## src/rtl/score_display_if.sv

```systemverilog
// rtl/score_display_if.sv - game-side bundle between the renderer and the score display
// master = game/renderer side, slave = score_display.
interface score_display_if;
  logic       pass;
  logic       new_game;
  logic [7:0] score_bcd;
  logic [7:0] best_bcd;
  logic [3:0] an;
  logic [6:0] seg;
  logic       dp;

  modport master (
    output pass, new_game,
    input  score_bcd, best_bcd, an, seg, dp
  );

  modport slave (
    input  pass, new_game,
    output score_bcd, best_bcd, an, seg, dp
  );
endinterface

```

## src/rtl/score_display.sv

```systemverilog
// rtl/score_display.sv - BCD pipe score with best-score register and 4-digit multiplexed 7-segment drive
// Right digit pair shows the current score, left pair the best score.
module score_display #(
  parameter int REFRESH_BITS = 17,
  parameter int SCORE_MAX    = 99
) (
  input  logic           clk,
  input  logic           rst,
  score_display_if.slave bus
);

  localparam logic [7:0] MAX_BCD = 8'(((SCORE_MAX / 10) * 16) + (SCORE_MAX % 10));

  logic                    p1_q, p2_q, p3_q;
  logic                    inc;
  logic [7:0]              score_q, score_d;
  logic [7:0]              best_q, best_d;
  logic [REFRESH_BITS-1:0] cnt_q;
  logic [1:0]              idx;
  logic [3:0]              digit;
  logic [3:0]              an_q, an_d;
  logic [6:0]              seg_q, seg_d;

  function automatic logic [6:0] seg_decode(input logic [3:0] d);
    case (d)
      4'd0:    seg_decode = 7'b1000000;
      4'd1:    seg_decode = 7'b1111001;
      4'd2:    seg_decode = 7'b0100100;
      4'd3:    seg_decode = 7'b0110000;
      4'd4:    seg_decode = 7'b0011001;
      4'd5:    seg_decode = 7'b0010010;
      4'd6:    seg_decode = 7'b0000010;
      4'd7:    seg_decode = 7'b1111000;
      4'd8:    seg_decode = 7'b0000000;
      4'd9:    seg_decode = 7'b0010000;
      default: seg_decode = 7'b1111111;
    endcase
  endfunction

  // pass is asynchronous to clk; count only the rising edge after synchronisation
  assign inc = p2_q & ~p3_q;

  always_comb begin
    score_d = score_q;
    if (bus.new_game) begin
      score_d = 8'h00;
    end else if (inc && (score_q < MAX_BCD)) begin
      if (score_q[3:0] == 4'd9) begin
        score_d = {score_q[7:4] + 4'd1, 4'd0};
      end else begin
        score_d = {score_q[7:4], score_q[3:0] + 4'd1};
      end
    end
  end

  // Tens in the upper nibble make a plain unsigned compare a valid BCD compare
  assign best_d = (score_q > best_q) ? score_q : best_q;

  assign idx = cnt_q[REFRESH_BITS-1 -: 2];

  always_comb begin
    digit = 4'd0;
    case (idx)
      2'd0:    digit = score_q[3:0];
      2'd1:    digit = score_q[7:4];
      2'd2:    digit = best_q[3:0];
      default: digit = best_q[7:4];
    endcase
  end

  // Odd idx values are tens digits, which are blanked when zero
  assign seg_d = (idx[0] && (digit == 4'd0)) ? 7'b1111111 : seg_decode(digit);
  assign an_d  = ~(4'b0001 << idx);

  always_ff @(posedge clk) begin
    if (rst) begin
      p1_q    <= 1'b0;
      p2_q    <= 1'b0;
      p3_q    <= 1'b0;
      score_q <= 8'h00;
      best_q  <= 8'h00;
      cnt_q   <= '0;
      an_q    <= 4'b1111;
      seg_q   <= 7'b1111111;
    end else begin
      p1_q    <= bus.pass;
      p2_q    <= p1_q;
      p3_q    <= p2_q;
      score_q <= score_d;
      best_q  <= best_d;
      cnt_q   <= cnt_q + {{(REFRESH_BITS-1){1'b0}}, 1'b1};
      an_q    <= an_d;
      seg_q   <= seg_d;
    end
  end

  assign bus.score_bcd = score_q;
  assign bus.best_bcd  = best_q;
  assign bus.an        = an_q;
  assign bus.seg       = seg_q;
  assign bus.dp        = 1'b1;

endmodule

```

## src/flat_wrapper.sv

```systemverilog
// flat-port wrapper written by rule: the top's interface ports become plain ports
module score_display_flat 
#(
  parameter int REFRESH_BITS = 17,
  parameter int SCORE_MAX    = 99
)
  (clk, rst, bus_pass, bus_new_game, bus_score_bcd, bus_best_bcd, bus_an, bus_seg, bus_dp);
  score_display_if bus_i ();
  input  logic clk;
  input  logic rst;
  input wire logic [$bits(bus_i.pass)-1:0] bus_pass;
  input wire logic [$bits(bus_i.new_game)-1:0] bus_new_game;
  output wire logic [$bits(bus_i.score_bcd)-1:0] bus_score_bcd;
  output wire logic [$bits(bus_i.best_bcd)-1:0] bus_best_bcd;
  output wire logic [$bits(bus_i.an)-1:0] bus_an;
  output wire logic [$bits(bus_i.seg)-1:0] bus_seg;
  output wire logic [$bits(bus_i.dp)-1:0] bus_dp;
  assign bus_i.pass = bus_pass;
  assign bus_i.new_game = bus_new_game;
  assign bus_score_bcd = bus_i.score_bcd;
  assign bus_best_bcd = bus_i.best_bcd;
  assign bus_an = bus_i.an;
  assign bus_seg = bus_i.seg;
  assign bus_dp = bus_i.dp;
  score_display #(.REFRESH_BITS(REFRESH_BITS), .SCORE_MAX(SCORE_MAX)) u_core (.clk(clk), .rst(rst), .bus(bus_i));
endmodule
```

## config.mk

```make
export PLATFORM = sky130hd
export DESIGN_NAME = score_display_flat
export DESIGN_NICKNAME = d
export VERILOG_FILES = /design/src/rtl/score_display_if.sv /design/src/rtl/score_display.sv /design/src/flat_wrapper.sv
export SDC_FILE = /design/constraint.sdc
export NUM_CORES = 1
export LEC_CHECK = 0
export CAP_MARGIN = 5
export CORE_ASPECT_RATIO = 0.75
export CORE_MARGIN = 2
export CORE_UTILIZATION = 45
export CTS_CLUSTER_SIZE = 24
export DETAILED_ROUTE_END_ITERATION = 7
export GPL_TIMING_DRIVEN = 0
export PLACE_DENSITY = 0.75
export SYNTH_ARGS = -nofsm -noshare
export SYNTH_HDL_FRONTEND = slang
export SYNTH_SLANG_ARGS = --single-unit
```

## constraint.sdc

```tcl
create_clock -name clk -period 2.1 [get_ports clk]
set_clock_uncertainty 0.1 [all_clocks]
set_input_delay 0.525 -clock clk [delete_from_list [all_inputs] [get_ports clk]]
set_output_delay 0.525 -clock clk [all_outputs]
set_load 0.005 [all_outputs]
```

==> out/summary.md <==
- finished, final reports clean — status
- 0.08 ns — clock-pin slew of the registers on the worst-case setup and hold paths
- sky130_fd_sc_hd__clkbuf_8 — clock root buffer
- 0 — Post-synth ARST share
- 25.9% — synthesis-to-finish area growth
- 0 — number of endpoints with negative hold slack in the final report
- 2 — CTS HTree Levels
- sky130_fd_sc_hd__clkdlybuf4s50_1 — cell with the largest stage delay on the worst path
- 0.461 — initial core utilization
- 0 — Final ANT Viol Nets
- 0.57 ns — largest incremental delay on the critical path
- 14 — pin count of the biggest net entering global routing
- 0.00484 sq mm — core area
- sky130_fd_sc_hd__dfxtp_1, sky130_fd_sc_hd__clkdlybuf4s50_1, sky130_fd_sc_hd__nor2_1 — most frequent cells in the layout
- 0.0896 — Adder-Cell Fraction of Synth Area
- 0.00555 sq mm — total die area
- 65.0 microns — floorplan die height
- 85.3 microns — x dimension of the die
- 3230 microns — dpl hpwl
- 0.543 ns — slew at the pin closest to its max-slew limit
- sky130_fd_sc_hd__dfxtp_1 — leading cell type in the layout, fill and taps excluded
- flip-flop — kind of start point of the critical path
- 1780 — vias
- 0.635 — relative slew slack
- 0.351 ns — minimum hold slack
- 498 MHz — maximum frequency from static timing analysis
- 0 — number of enable flip-flop cells after synthesis
- 0 — maximum capacitance violations
- 0.138 — fraction of final layout cells with drive strength greater than 1
- 0 — GR Overflow Total
- 0 — max-slew violation count
- 0.000483 V — worst vdd rail ir drop
- 8010 microns — wire length of the first global-routing pass
- 46 — Cell variety after synth
- 111 — DR iter-0 viols
- 0 — ANT cells
- 47 — # clock sinks
- 1726 — number of global-route vias before repair
- 0.209 — simple-gate share of the synthesized area
- 4 — detailed-router iteration count before antenna repair
- 0.956 — final worst path period share
- 0.841 — Final Wtd Congestion
- simple AND/OR/NAND/NOR gates — main combinational cell family by area after synthesis
- 2 — buffers from clock root to sink, at most
- 9.27 sq um — mean cell area of the mapped netlist
- 0.30 ns — insertion delay to the later sink of the worst-skew pair
- clkdlybuf4s50_1 — cell-by-cell listing of the critical path
- u_core.bus.score_bcd[5]$_SDFFE_PP0P_ — RR Startpoint
- reg2out — Crit Path Class
- 0 — # setup viols final
- 1 — buffers and inverters on the worst path
- 0.00261 sq mm — Placed Instance Area
- 5.19 — Via density
- 0 — Hold Buf Count CTS
- 0.182 — gr usage total
- 0 — Yosys Warn Count
- output pin — CP Capture Type
- yes — CTS tree
- 47 — FF+latch count, synth
- 22 — floorplan row count
- 0.0588 — area share of xor/xnor cells in the synthesized design
- 30 — port bufs
- 0.00281 sq mm — final instance area
- 0.421 — sequential fraction of the synthesis area
- 0.120 — synthesized-area fraction occupied by ao, oa, aoi and oai cells
- 13.4 microns — detail-routed net length per standard cell
- sky130_fd_sc_hd__dfxtp_1 — most used flip-flop cell after synthesis
- 1.02 nW — Leakage
- 241 — cell count after synthesis
- 303 — net total in the final layout
- buffers and inverters — dominant delay contributor by cell family on the critical path
- 261 — synthesized netlist net count
- 4590 microns — total routed wirelength
- 1.38 ns — critical path data arrival time
- u_core.bus.score_bcd[2]$_SDFFE_PP0P_ — Setup crit start
- 32 — count of pins on the block boundary
- 5 — Num CTS Buffers
- u_core.p1_q$_SDFF_PP0_ — startpoint of the lowest-slack hold path
- 10 — largest fanout on the critical path
- 577 mW/mm^2 — power density over the cells
- 0.0538 — fraction of synthesized area in multiplexers
- 0 — initial antenna violation count
- reg2reg — worst min-delay path category
- 0 — number of remaining DRC errors
- 2.01 ns — time the final worst path needs with I/O delays and setup
- 0.00223 sq mm — cell area after synthesis
- 1.47 ns — required time worst endpoint
-- final cells by class --
class / count / area, sq um
Buffer: 11 / 67.6
Tap cell: 60 / 75.1
Inverter: 14 / 52.6
Timing Repair Buffer: 35 / 338
Multi-Input combinational cell: 169 / 1220
Sequential cell: 47 / 952
Clock buffer: 6 / 72.6
Fill cell: 426 / 2030
Clock inverter: 1 / 30.0
-- path summary, 6_finish.rpt --
kind                                     endpoint  slack [ns]  depth (start not counted)
max                              bus_score_bcd[2]        0.09                          1
max reg2reg  u_core.bus.score_bcd[2]$_SDFFE_PP0P_        0.09                          7
min                        u_core.p2_q$_SDFF_PP0_        0.35                          1
min reg2reg                u_core.p2_q$_SDFF_PP0_        0.35                          1
-- repair_timing --
item	CTS	global route
endpoints found under the setup margin	17	29
resized for setup	6	22
gates cloned	0	0
buffers inserted	3	2
pin swaps	0	1
-- per-layer routing --
| layer | vias up | global-route usage | share of wire |
|---|---|---|---|
| met2 | 41 | 0.259 | 0.42 |
| met4 | 0 | 0.0694 | 0.016 |
| met5 | - | 0 | 0 |
| li1 | 921 | - | - |
| met3 | 9 | 0.0459 | 0.051 |
| met1 | 809 | 0.264 | 0.51 |
-- cell usage after synthesis (2+ instances only) --
cell type / n / area [sq um]
sky130_fd_sc_hd__dfxtp_1: 47 / 941
sky130_fd_sc_hd__nor2_1: 28 / 105
sky130_fd_sc_hd__ha_1: 16 / 200
sky130_fd_sc_hd__a21oi_1: 15 / 75.1
sky130_fd_sc_hd__nand2_1: 15 / 56.3
sky130_fd_sc_hd__inv_1: 14 / 52.6
sky130_fd_sc_hd__o21ai_0: 9 / 45.0
sky130_fd_sc_hd__xor2_1: 9 / 78.8
sky130_fd_sc_hd__a22o_1: 8 / 70.1
sky130_fd_sc_hd__nand3_1: 7 / 35.0
sky130_fd_sc_hd__nor2b_1: 7 / 43.8
sky130_fd_sc_hd__nand4_1: 6 / 37.5
sky130_fd_sc_hd__xnor2_1: 6 / 52.6
sky130_fd_sc_hd__or3_1: 5 / 31.3
sky130_fd_sc_hd__clkbuf_1: 4 / 15.0
sky130_fd_sc_hd__mux4_2: 4 / 90.1
sky130_fd_sc_hd__buf_2: 3 / 15.0
sky130_fd_sc_hd__mux2i_1: 3 / 30.0
sky130_fd_sc_hd__and2_1: 2 / 12.5
sky130_fd_sc_hd__and4_1: 2 / 17.5
sky130_fd_sc_hd__buf_1: 2 / 7.51
sky130_fd_sc_hd__nand3b_1: 2 / 15.0
sky130_fd_sc_hd__nor3_1: 2 / 10.0
sky130_fd_sc_hd__nor4_1: 2 / 12.5
sky130_fd_sc_hd__o31ai_1: 2 / 15.0
-- cell families after synthesis --
kind of cell	Yosys count
simple gates	88
xor+xnor	15
buf+inv	25
compound gates	42
other cells	1
fa+ha+maj	16
flops	47
mux	7
-- where the power goes --
group	switching, W	internal [W]	leakage, nW	total, W
combinational	0.0000359	0.0000378	0.587	0.0000737
sequential	0.00000844	0.000903	0.386	0.000912
clock	0.000287	0.000349	0.0513	0.000636
total	0.000332	0.00129	1.02	0.00162
-- stage by stage --
stage | util | power, W | TNS (ns) | instances | setup slack, ns
floorplan | - | 0.000972 | 0 | 241 | 0.00628
global placement | 0.538 | 0.00100 | -5.26 | 331 | -0.331
detailed placement | 0.538 | 0.00101 | -6.39 | 331 | -0.315
CTS | 0.569 | 0.00164 | 0 | 341 | 0.00744
global route | 0.581 | 0.00169 | -0.000938 | 343 | -0.000938
finish | 0.581 | 0.00162 | 0 | 343 | 0.0925
-- registers in the layout, indices dropped and copies added (netlist names) --
signal,flops
u_core.p3_q,1
u_core.bus.score_bcd,8
u_core.bus.an,4
u_core.cnt_q,17
u_core.p2_q,1
u_core.bus.best_bcd,8
u_core.p1_q,1
u_core.bus.seg,7
(Power assumes the default switching activity.)
